--- src/rtl/ram_1rw_rd_resp_buf.sv ---
// ---------------------------------------------------------------------------
// ram_1rw_rd_resp_buf
//
// Front end for a single-ported, byte-masked RAM that has a fixed 2-cycle
// read latency and an output that cannot be stalled. One write request stream
// and one read request stream share the RAM port. Reads in flight are tracked
// in a two-stage valid pipe. Returning read data is captured into a small
// in-order FIFO, and the consumer drains that FIFO through a val/rdy handshake.
//
// Ports
//   clk, rst             clock; asynchronous active-high reset
//   wr_req_*             write request (val/addr/data/mask) and its rdy
//   rd_req_*             read request (val/addr) and its rdy
//   ram_en/addr/din/
//   ram_wr_mask          RAM port drive; the mask is all zeros for a read
//   ram_dout             RAM read data, valid 2 cycles after the enable cycle
//   rd_resp_val/data/rdy response FIFO head and the consumer's pop handshake
// ---------------------------------------------------------------------------
module ram_1rw_rd_resp_buf #(
    parameter int DATA_W      = 64,
    parameter int DATA_MASK_W = DATA_W / 8,
    parameter int DEPTH       = 512,
    parameter int ADDR_W      = $clog2(DEPTH),
    parameter int BUF_DEPTH   = 4
) (
    input  logic                   clk,
    input  logic                   rst,
    input  logic                   wr_req_val,
    input  logic [ADDR_W-1:0]      wr_req_addr,
    input  logic [DATA_W-1:0]      wr_req_data,
    input  logic [DATA_MASK_W-1:0] wr_req_mask,
    output logic                   wr_req_rdy,
    input  logic                   rd_req_val,
    input  logic [ADDR_W-1:0]      rd_req_addr,
    output logic                   rd_req_rdy,
    output logic                   ram_en,
    output logic [ADDR_W-1:0]      ram_addr,
    output logic [DATA_W-1:0]      ram_din,
    output logic [DATA_MASK_W-1:0] ram_wr_mask,
    input  logic [DATA_W-1:0]      ram_dout,
    output logic                   rd_resp_val,
    output logic [DATA_W-1:0]      rd_resp_data,
    input  logic                   rd_resp_rdy
);

    localparam int PTR_W = (BUF_DEPTH > 1) ? $clog2(BUF_DEPTH) : 1;
    localparam int CNT_W = $clog2(BUF_DEPTH + 1);
    // Wide enough to hold fifo_count plus both in-flight pipe stages.
    localparam int OUT_W = CNT_W + 2;

    localparam logic [OUT_W-1:0] BUF_DEPTH_O = OUT_W'(BUF_DEPTH);
    localparam logic [CNT_W-1:0] CNT_ONE     = CNT_W'(1);
    localparam logic [CNT_W-1:0] CNT_ZERO    = CNT_W'(0);
    localparam logic [PTR_W-1:0] PTR_LAST    = PTR_W'(BUF_DEPTH - 1);
    localparam logic [PTR_W-1:0] PTR_ONE     = PTR_W'(1);

    // Pointer advance with explicit wrap, so BUF_DEPTH need not be a power of two.
    function automatic logic [PTR_W-1:0] ptr_inc(input logic [PTR_W-1:0] ptr);
        logic [PTR_W-1:0] nxt;
        if (ptr == PTR_LAST) begin
            nxt = {PTR_W{1'b0}};
        end else begin
            nxt = ptr + PTR_ONE;
        end
        return nxt;
    endfunction

    // State
    logic                   prefer_rd_r;
    logic                   p1_r;
    logic                   p2_r;
    logic [PTR_W-1:0]       wr_ptr_r;
    logic [PTR_W-1:0]       rd_ptr_r;
    logic [CNT_W-1:0]       count_r;
    logic                   resp_val_r;
    logic [DATA_W-1:0]      fifo_mem_r [0:BUF_DEPTH-1];

    // Combinational
    logic [OUT_W-1:0]       outstanding_s;
    logic                   credit_ok_s;
    logic                   rd_ok_s;
    logic                   contend_s;
    logic                   rd_win_s;
    logic                   wr_win_s;
    logic                   push_s;
    logic                   pop_s;
    logic [CNT_W-1:0]       count_nxt_s;
    logic [ADDR_W-1:0]      ram_addr_s;
    logic [DATA_W-1:0]      ram_din_s;
    logic [DATA_MASK_W-1:0] ram_wr_mask_s;

    // Credit check and write/read arbitration for the single RAM port.
    // A pop in the current cycle is deliberately not counted as free space.
    always_comb begin
        outstanding_s = {{(OUT_W-CNT_W){1'b0}}, count_r}
                      + {{(OUT_W-1){1'b0}}, p1_r}
                      + {{(OUT_W-1){1'b0}}, p2_r};
        credit_ok_s   = (outstanding_s < BUF_DEPTH_O);
        rd_ok_s       = rd_req_val & credit_ok_s;
        contend_s     = rd_ok_s & wr_req_val;
        if (rst) begin
            rd_win_s = 1'b0;
            wr_win_s = 1'b0;
        end else if (contend_s) begin
            rd_win_s = prefer_rd_r;
            wr_win_s = ~prefer_rd_r;
        end else begin
            rd_win_s = rd_ok_s;
            wr_win_s = wr_req_val;
        end
    end

    assign wr_req_rdy = ~rst & (wr_win_s | ~rd_ok_s);
    assign rd_req_rdy = ~rst & credit_ok_s & (rd_win_s | ~wr_req_val);

    // RAM port drive: write fields on a write grant, zero data/mask on a read.
    always_comb begin
        if (wr_win_s) begin
            ram_addr_s    = wr_req_addr;
            ram_din_s     = wr_req_data;
            ram_wr_mask_s = wr_req_mask;
        end else if (rd_win_s) begin
            ram_addr_s    = rd_req_addr;
            ram_din_s     = {DATA_W{1'b0}};
            ram_wr_mask_s = {DATA_MASK_W{1'b0}};
        end else begin
            ram_addr_s    = {ADDR_W{1'b0}};
            ram_din_s     = {DATA_W{1'b0}};
            ram_wr_mask_s = {DATA_MASK_W{1'b0}};
        end
    end

    assign ram_en      = wr_win_s | rd_win_s;
    assign ram_addr    = ram_addr_s;
    assign ram_din     = ram_din_s;
    assign ram_wr_mask = ram_wr_mask_s;

    // FIFO push comes from the end of the read pipe; pop from the consumer.
    assign push_s = p2_r;
    assign pop_s  = resp_val_r & rd_resp_rdy;

    // Next occupancy of the response FIFO.
    always_comb begin
        case ({push_s, pop_s})
            2'b10:   count_nxt_s = count_r + CNT_ONE;
            2'b01:   count_nxt_s = count_r - CNT_ONE;
            default: count_nxt_s = count_r;
        endcase
    end

    // Read-in-flight pipe and arbitration fairness flag.
    always_ff @(posedge clk or posedge rst) begin
        if (rst) begin
            p1_r        <= 1'b0;
            p2_r        <= 1'b0;
            prefer_rd_r <= 1'b0;
        end else begin
            p1_r <= rd_win_s;
            p2_r <= p1_r;
            // Flip only when both sides competed, so the loser wins next time.
            if (contend_s) begin
                prefer_rd_r <= ~prefer_rd_r;
            end else begin
                prefer_rd_r <= prefer_rd_r;
            end
        end
    end

    // Response FIFO pointers, occupancy and registered head-valid.
    always_ff @(posedge clk or posedge rst) begin
        if (rst) begin
            wr_ptr_r   <= {PTR_W{1'b0}};
            rd_ptr_r   <= {PTR_W{1'b0}};
            count_r    <= {CNT_W{1'b0}};
            resp_val_r <= 1'b0;
        end else begin
            if (push_s) begin
                wr_ptr_r <= ptr_inc(wr_ptr_r);
            end else begin
                wr_ptr_r <= wr_ptr_r;
            end
            if (pop_s) begin
                rd_ptr_r <= ptr_inc(rd_ptr_r);
            end else begin
                rd_ptr_r <= rd_ptr_r;
            end
            count_r    <= count_nxt_s;
            resp_val_r <= (count_nxt_s != CNT_ZERO);
        end
    end

    // Response FIFO storage; contents are qualified by the pointers and count.
    always_ff @(posedge clk) begin
        if (push_s) begin
            fifo_mem_r[wr_ptr_r] <= ram_dout;
        end
    end

    assign rd_resp_val  = resp_val_r;
    assign rd_resp_data = fifo_mem_r[rd_ptr_r];

    ram_1rw_rd_resp_buf_chk #(
        .CNT_W       (CNT_W),
        .DATA_MASK_W (DATA_MASK_W),
        .BUF_DEPTH   (BUF_DEPTH)
    ) u_chk (
        .clk         (clk),
        .rst         (rst),
        .push        (push_s),
        .pop         (pop_s),
        .count       (count_r),
        .rd_grant    (rd_win_s),
        .ram_en      (ram_en),
        .ram_wr_mask (ram_wr_mask_s)
    );

endmodule

// ---------------------------------------------------------------------------
// ram_1rw_rd_resp_buf_chk
//
// Protocol checks for the response buffer: no FIFO overflow, no FIFO
// underflow, and a read grant never carries a nonzero byte mask.
//
// Ports
//   clk, rst      clock and reset (checks are disabled while rst is high)
//   push, pop     FIFO push/pop strobes
//   count         FIFO occupancy
//   rd_grant      read granted to the RAM port this cycle
//   ram_en        RAM enable
//   ram_wr_mask   RAM byte mask
// ---------------------------------------------------------------------------
module ram_1rw_rd_resp_buf_chk #(
    parameter int CNT_W       = 3,
    parameter int DATA_MASK_W = 8,
    parameter int BUF_DEPTH   = 4
) (
    input logic                   clk,
    input logic                   rst,
    input logic                   push,
    input logic                   pop,
    input logic [CNT_W-1:0]       count,
    input logic                   rd_grant,
    input logic                   ram_en,
    input logic [DATA_MASK_W-1:0] ram_wr_mask
);

    localparam logic [CNT_W-1:0] FULL = CNT_W'(BUF_DEPTH);
    localparam logic [CNT_W-1:0] EMPTY = CNT_W'(0);

    a_no_overflow: assert property (@(posedge clk) disable iff (rst)
        !(push && (count == FULL) && !pop));

    a_no_underflow: assert property (@(posedge clk) disable iff (rst)
        !(pop && (count == EMPTY)));

    a_read_mask_zero: assert property (@(posedge clk) disable iff (rst)
        !(ram_en && rd_grant && (ram_wr_mask != {DATA_MASK_W{1'b0}})));

endmodule

--- config.mk ---
export PLATFORM = sky130hd
export DESIGN_NAME = ram_1rw_rd_resp_buf
export DESIGN_NICKNAME = d
export VERILOG_FILES = /design/src/rtl/ram_1rw_rd_resp_buf.sv
export SDC_FILE = /design/constraint.sdc
export NUM_CORES = 1
export LEC_CHECK = 0
export CAP_MARGIN = 5
export CORE_MARGIN = 8
export CORE_UTILIZATION = 43
export DETAILED_ROUTE_END_ITERATION = 7
export PLACE_DENSITY_LB_ADDON = 0.15
export REMOVE_ABC_BUFFERS = 1
export SETUP_SLACK_MARGIN = 0.02
export SYNTH_ARGS = -nofsm -noshare
export SYNTH_HDL_FRONTEND = slang
export SYNTH_HIERARCHICAL = 1
export SYNTH_SLANG_ARGS = --single-unit
--- constraint.sdc ---
create_clock -name clk -period 2.9 [get_ports clk]
set_clock_uncertainty 0.15 [all_clocks]
set_input_delay 0.29 -clock clk [delete_from_list [all_inputs] [get_ports clk]]
set_output_delay 0.29 -clock clk [all_outputs]
set_load 0.05 [all_outputs]
==> results by group, run 1 <==
Outcome
  • Outcome: complete, but fails checks
  • Failing checks: negative setup slack

Pwr
  • Cell area power density: 871 mW/mm^2
  • VDD IR max: between 0.4 and 0.5 mV
  • Lkg Pwr: roughly 5.6 nW
  • Total power draw: roughly 14 mW

Layout
  • Commonest non-fill, non-tap cells in the layout: 256 x edfxtp_1, 159 x clkdlybuf4s50_1, 89 x buf_12
  • Share of layout cells above drive strength 1: a little over two fifths
  • Post-layout nets: about 980
  • Final instance area: roughly 0.016 sq mm
  • Area growth from synthesis to layout: 52.5%
  • Most common cell after layout, fill and taps aside: edfxtp_1

Setup path
  • Crit end category: output pin
  • CP Launch Type: register
  • Crit path kind: register to output pin
  • Required @ worst endpoint: approximately 2.5 ns
  • Worst EP arrival: about 2.5 ns
  • Worst-path maximum fanout: 5

Global routing
  • Met1 usage: 20.2%
  • Gr busiest metal: met2
  • GRT Overall Usage: a little under a fifth
  • Met3 Track Usage GR: 6.54%
  • Congestion Overflow GR: 0
  • Vias in the first global route: roughly 6400
  • Grt met2 use: 32.7%
  • First-pass GRT wire length: about 40000 um
  • Largest net degree at the start of global routing: 42
  • Initial antenna violation count: 6

Clocking
  • CTS Buffer Depth: 3
  • # clock sinks: between 200 and 300
  • Root buf cell: clkbuf_16
  • CTS tree: done
  • Clock Pin Slew Worst Setup and Hold Paths: roughly 0.060 ns
  • Clk_lat worst skew: ~0.52 ns
  • Htree depth: 1
  • Cts bufs inserted: 27

Timing
  • Setup WS post-layout: -0.00747 ns
  • RSZ-0062 raised after global routing: true
  • F_max: ~340 MHz
  • Crit path time final: just under 3 ns
  • WHS: between 0.1 and 0.15 ns
  • Final setup fails: 3
  • Slew @ Worst Pin: ~0.55 ns
  • Relative slew slack: 63.1%
  • Slew Viols, Final: 0
  • Final setup TNS: -0.0100 ns
  • Tcrit/Tclk final: 100%
  • Final hold viol count: 0

Route
  • Drt pass-1 iters: 4
  • Wire per inst: between 20 and 25 um
  • DRC viols: 0
  • Post-Route WL: roughly 28000 um
  • Vias after detailed routing: approximately 5900
  • Initial DRC count: between 200 and 300
  • Post-DR vias/cell: around 5.0
  • Antenna Violating Nets Remaining: 0

Placed design
  • Number of buffers added on ports: just over 300
  • Post-DP HPWL: ~20000 um
  • RePlAce Congestion: 0.887
  • Placed cell area: 0.0146 sq mm

Floorplan
  • Initial Utilization: between 40% and 50%
  • Core Area: roughly 0.024 sq mm
  • Ports: 308
  • DIE WIDTH: roughly 170 um
  • Number of core rows: 57
  • Die H: approximately 170 um
  • Die Area: around 0.029 sq mm

Synthesis
  • Asr flop ratio synth: approximately 4%
  • Syn_area_per_cell: 21.5 sq um
  • EDFF count, synth: ~260
  • Post-Synthesis Cells: between 400 and 500
  • Unique masters post-synth: 30
  • Register bit total from synthesis: ~270
  • Post-Synthesis Cell Area: approximately 0.010 sq mm
  • Ys flop type: edfxtp_1
  • Seq/Total Area, Yosys: 76.5%
  • Ys Warns: 6

Worst hold path
  • Hold WC Path Type: input port to async pin

Flow run
  • Max Cap Viol: 0
## registers in the layout, summed over array words and instances, names as in the netlist
name	flops
p2_r	1
prefer_rd_r	1
wr_ptr_r	2
rd_resp_val	1
p1_r	1
count_r	3
fifo_mem_r	256
rd_ptr_r	2
## cells in the mapped netlist (2+ instances only)
| library cell | n | share of area (%) |
|---|---|---|
| a22o_1 | 9 | 0.76 |
| and2_1 | 76 | 4.6 |
| buf_2 | 6 | 0.29 |
| buf_4 | 4 | 0.29 |
| buf_6 | 2 | 0.22 |
| clkbuf_1 | 10 | 0.36 |
| dfrtp_1 | 11 | 2.6 |
| edfxtp_1 | 256 | 74 |
| ha_1 | 7 | 0.84 |
| inv_1 | 9 | 0.32 |
| mux4_2 | 64 | 14 |
| nand2_1 | 3 | 0.11 |
| nor2_1 | 4 | 0.14 |
| o21ai_0 | 3 | 0.14 |
| or3_1 | 2 | 0.12 |
| xor2_1 | 3 | 0.25 |
## final cells by class
class                           instances  area [sq um]
Clock inverter                         20           211
Multi-Input combinational cell        184          2500
Clock buffer                           30           687
Inverter                                9          33.8
Timing Repair Buffer                  328          4050
Fill cell                            1608          8170
Antenna cell                            3          7.51
Sequential cell                       267          7970
Tap cell                              324           405
## final timing paths
kind / start / end / slack, ns / depth (start not counted)
min in group clk: ram_dout[21] / fifo_mem_r[3][21] / 0.25 / 1
max: count_r[0] / ram_addr[7] / -0.007 / 7
min: rst / wr_ptr_r[0] / 0.11 / 3
max in group asynchronous: rst / rd_ptr_r[0] / 2.32 / 3
max reg2reg: p2_r / rd_resp_val / 0.67 / 9
min reg2reg: p1_r / p2_r / 0.28 / 0
## critical path, cell delays in order, from the launching register on
cell	delay (ns)
dfrtp_1	0.41
ha_4	0.26
a21oi_4	0.18
nor2_4	0.05
o311a_4	0.45
clkbuf_16	0.20
a22o_4	0.25
buf_12	0.14
## logic make-up (layout without fill, tap and decap cells)
family	Yosys count	in the layout	synth area share (%)
muxes	66	66	14.1
xor gates and xnor gates	4	4	0.337
adders and majority gates	8	8	1.03
DFF	267	267	76.5
other	0	3	0
and+or+nand+nor	88	88	5.15
AOI/OAI and AO/OA	18	18	1.36
buffers and inverters	32	387	1.52
## power by group
| part | leakage [nW] | switching, mW | internal, mW |
|---|---|---|---|
| clock | 0.444 | 1.38 | 2.07 |
| sequential | 2.44 | 0.221 | 4.51 |
| combinational | 2.72 | 3.38 | 2.26 |
## metrics by stage
| step | setup slack [ns] | util [%] | std cells |
|---|---|---|---|
| final | -0.00747 | 66.0 | 1165 |
| after global routing | -0.0648 | 66.0 | 1165 |
| after CTS | 0.0134 | 64.8 | 1157 |
| after detailed placement | 0.395 | 60.8 | 1104 |
| after global placement | 0.434 | 60.8 | 1104 |
| after floorplan | -0.962 | - | 460 |
## metal layers
metal  wire [um]  share of wire [%]
met1        9750                 35
met2       15000                 54
met3        2520                9.0
met4         703                2.5
met5          27              0.096
## timing repair
| item | 4_1_cts | 5_1_grt |
|---|---|---|
| pin swaps | 3 | 46 |
| setup buffers | 2 | 2 |
| endpoints found under the setup margin | 81 | 25 |
| resized for setup | 4 | 67 |
| cloned | 1 | 3 |
| hold buffers | 0 | 0 |
Power figures use the tool's default switching activity.
==> run 2: changes to the inputs <==
--- a/config.mk
+++ b/config.mk
@@ -8,6 +8,7 @@
 export CAP_MARGIN = 5
 export CORE_MARGIN = 8
 export CORE_UTILIZATION = 43
+export CTS_CLUSTER_SIZE = 30
 export DETAILED_ROUTE_END_ITERATION = 7
 export PLACE_DENSITY_LB_ADDON = 0.15
 export REMOVE_ABC_BUFFERS = 1
==> results of run 2 <==
No change in the layout: final DEF, timing and power equal those of run 1.
==> run 3: changes to the inputs <==
--- a/config.mk
+++ b/config.mk
@@ -6,8 +6,10 @@
 export NUM_CORES = 1
 export LEC_CHECK = 0
 export CAP_MARGIN = 5
+export CELL_PAD_IN_SITES_DETAIL_PLACEMENT = 1
+export CELL_PAD_IN_SITES_GLOBAL_PLACEMENT = 2
 export CORE_MARGIN = 8
-export CORE_UTILIZATION = 43
+export CORE_UTILIZATION = 31
 export CTS_CLUSTER_SIZE = 30
 export DETAILED_ROUTE_END_ITERATION = 7
 export PLACE_DENSITY_LB_ADDON = 0.15
==> results by group, run 3 (synthesis results as in run 1) <==
Timing
  • Tcrit/Tclk final: 97.7% (-2.5 points)
  • F_max: 353 MHz (+2.6%)
  • Relative slew slack: 63.6% (+0.52 points)
  • Slew Viols, Final: 0 (unchanged)
  • Final hold viol count: 0 (unchanged)
  • Slew @ Worst Pin: 0.533 ns (-0.0199 ns)
  • WHS: 0.0886 ns (-0.0214 ns)
  • Crit path time final: 2.83 ns (-0.0730 ns)
  • RSZ-0062 raised after global routing: true
  • Final setup fails: 0 (-3)
  • Setup WS post-layout: 0.0655 ns (+0.0730 ns)

Layout
  • Share of layout cells above drive strength 1: 39.3% (-2.6 points)
  • Largest registers: fifo_mem_r x256, count_r x3
  • Commonest non-fill, non-tap cells in the layout: 256 x edfxtp_1, 159 x clkdlybuf4s50_1, 89 x buf_12
  • Final instance area: 0.0159 sq mm (about the same)
  • Area growth from synthesis to layout: 52.5% (about the same)
  • Post-layout nets: 982 (-0.20%)
  • Most flops, register: fifo_mem_r
  • Max reg flops: 256 (unchanged)
  • Most common cell after layout, fill and taps aside: edfxtp_1

Setup path
  • Crit end category: output pin
  • Slowest CP cell: o311a_4
  • Worst-path maximum fanout: 5 (unchanged)
  • RR Endpoint: rd_resp_val
  • Crit path kind: register to output pin
  • R2r setup slk: 0.53 ns (-0.14 ns)
  • Reg2Reg Depth: 9 (unchanged)
  • Cell Chain, Critical Path: ha_4, a21oi_4, nor2_2, o311a_4, clkbuf_16, a22o_4, buf_12
  • Reg2reg start: p2_r
  • Required @ worst endpoint: 2.46 ns (about the same)
  • CP Launch Type: register
  • Worst EP arrival: 2.39 ns (-0.08 ns)
  • Critical path's largest stage delay: 0.45 ns (about the same)

Clocking
  • Clock Pin Slew Worst Setup and Hold Paths: 0.06 ns (about the same)
  • Clk_lat worst skew: 0.51 ns (about the same)
  • # clock sinks: 267 (unchanged)
  • Root buf cell: clkbuf_16
  • CTS tree: done
  • CTS Buffer Depth: 3 (unchanged)
  • Hold_buf cts: 0 (unchanged)
  • Cts bufs inserted: 27 (unchanged)
  • Htree depth: 1 (unchanged)

Route
  • Drt pass-1 iters: 4 (unchanged)
  • Post-DR vias/cell: 4.54 (-10%)
  • Post-Route WL: 29500 um (+5.5%)
  • Vias after detailed routing: 5820 (-0.97%)
  • Antenna Violating Nets Remaining: 0 (unchanged)
  • DRC viols: 0 (unchanged)
  • Initial DRC count: 193 (-24%)
  • Wire per inst: 23.0 um (-4.2%)

Floorplan
  • Number of core rows: 67 (+18%)
  • Ports: 308 (unchanged)
  • Initial Utilization: 31.3% (-12 points)
  • Die H: 199 um (+16%)
  • DIE WIDTH: 199 um (+16%)
  • Die Area: 0.0397 sq mm (+35%)
  • Core Area: 0.0333 sq mm (+38%)

Pwr
  • VDD IR max: 0.417 mV (-12%)
  • Cell area power density: 851 mW/mm^2 (-2.3%)
  • Lkg Pwr: 5.52 nW (-1.5%)

Placed design
  • Pre-CTS setup slack: 0.322 ns (-0.0733 ns)
  • Post-DP HPWL: 21000 um (+4.7%)
  • RePlAce Congestion: 0.795 (-10%)
  • Placed cell area: 0.0148 sq mm (+0.96%)
  • Number of buffers added on ports: 307 (unchanged)

Global routing
  • Initial antenna violation count: 3 (-3)
  • Vias in the first global route: 6749 (+4.9%)
  • First-pass GRT wire length: 43300 um (+8.4%)
  • Largest net degree at the start of global routing: 42 (unchanged)
  • Congestion Overflow GR: 0 (unchanged)
  • GRT Overall Usage: 14.6% (-3.7 points)

Worst hold path
  • Hold WC Path Type: input port to async pin

Flow run
  • Max Cap Viol: 0 (unchanged)

Outcome
  • Outcome: finished clean
[run 3: worst max path at each step]
stage                           start         endpoint  slack [ns]
final                      count_r[0]      ram_addr[3]        0.07
after global routing       count_r[0]      ram_addr[2]       -0.01
after CTS                        p2_r      ram_addr[2]       -0.02
after detailed placement  rd_resp_rdy      rd_resp_val        0.32
after global placement           p2_r      ram_addr[6]        0.41
after floorplan           rd_ptr_r[0]  rd_resp_data[0]       -0.96
[run 3: stage by stage]
stage | instances | power, mW | TNS (ns) | utilization, %
after floorplan | 460 | 8.43 | -66.74 | -
after global placement | 1226 | 10.4 | 0 | 44.3
after detailed placement | 1226 | 10.4 | 0 | 44.3
after CTS | 1277 | 13.7 | -0.111 | 46.9
after global routing | 1283 | 14.1 | -0.0311 | 47.7
final | 1283 | 13.5 | 0 | 47.7
[run 3: layer usage]
metal	vias up	part of all wire, %	global-route usage [%]
li1	2615	-	-
met1	2946	37	16.2
met2	226	51	25.4
met3	29	11	6.90
met4	4	1.3	2.96
met5	-	0.091	0
[run 3: power by group]
group          internal [mW]  total (mW)  switching [mW]  leakage, nW
Sequential              4.51        4.74           0.226         2.44
Combinational           2.25        5.64            3.39         2.70
Clock                   1.78        3.12            1.34        0.385
[run 3: area by class of cell]
cell class                      count  area [sq um]
Sequential cell                   267          7970
Antenna cell                        1          2.50
Tap cell                          448           561
Multi-Input combinational cell    184          2470
Inverter                            9          33.8
Clock inverter                     15          91.3
Clock buffer                       33           698
Fill cell                        3137         17400
Timing Repair Buffer              326          4030
[run 3: repair_timing]
| item | in CTS | in global routing |
|---|---|---|
| buffers inserted | 2 | 2 |
| endpoints found under the setup margin | 81 | 81 |
| resized for setup | 5 | 53 |
| pin swaps | 1 | 5 |
| hold endpoints to repair | 0 | 0 |
| gates cloned | 1 | 3 |
[run 3: worst max-delay path: cells and delay by family (launching register included)]
family	cells	cell delay (ns)
compound gates	3	0.84
fa+ha+maj	1	0.25
simple gates	1	0.05
flops	1	0.41
buf+inv	2	0.33
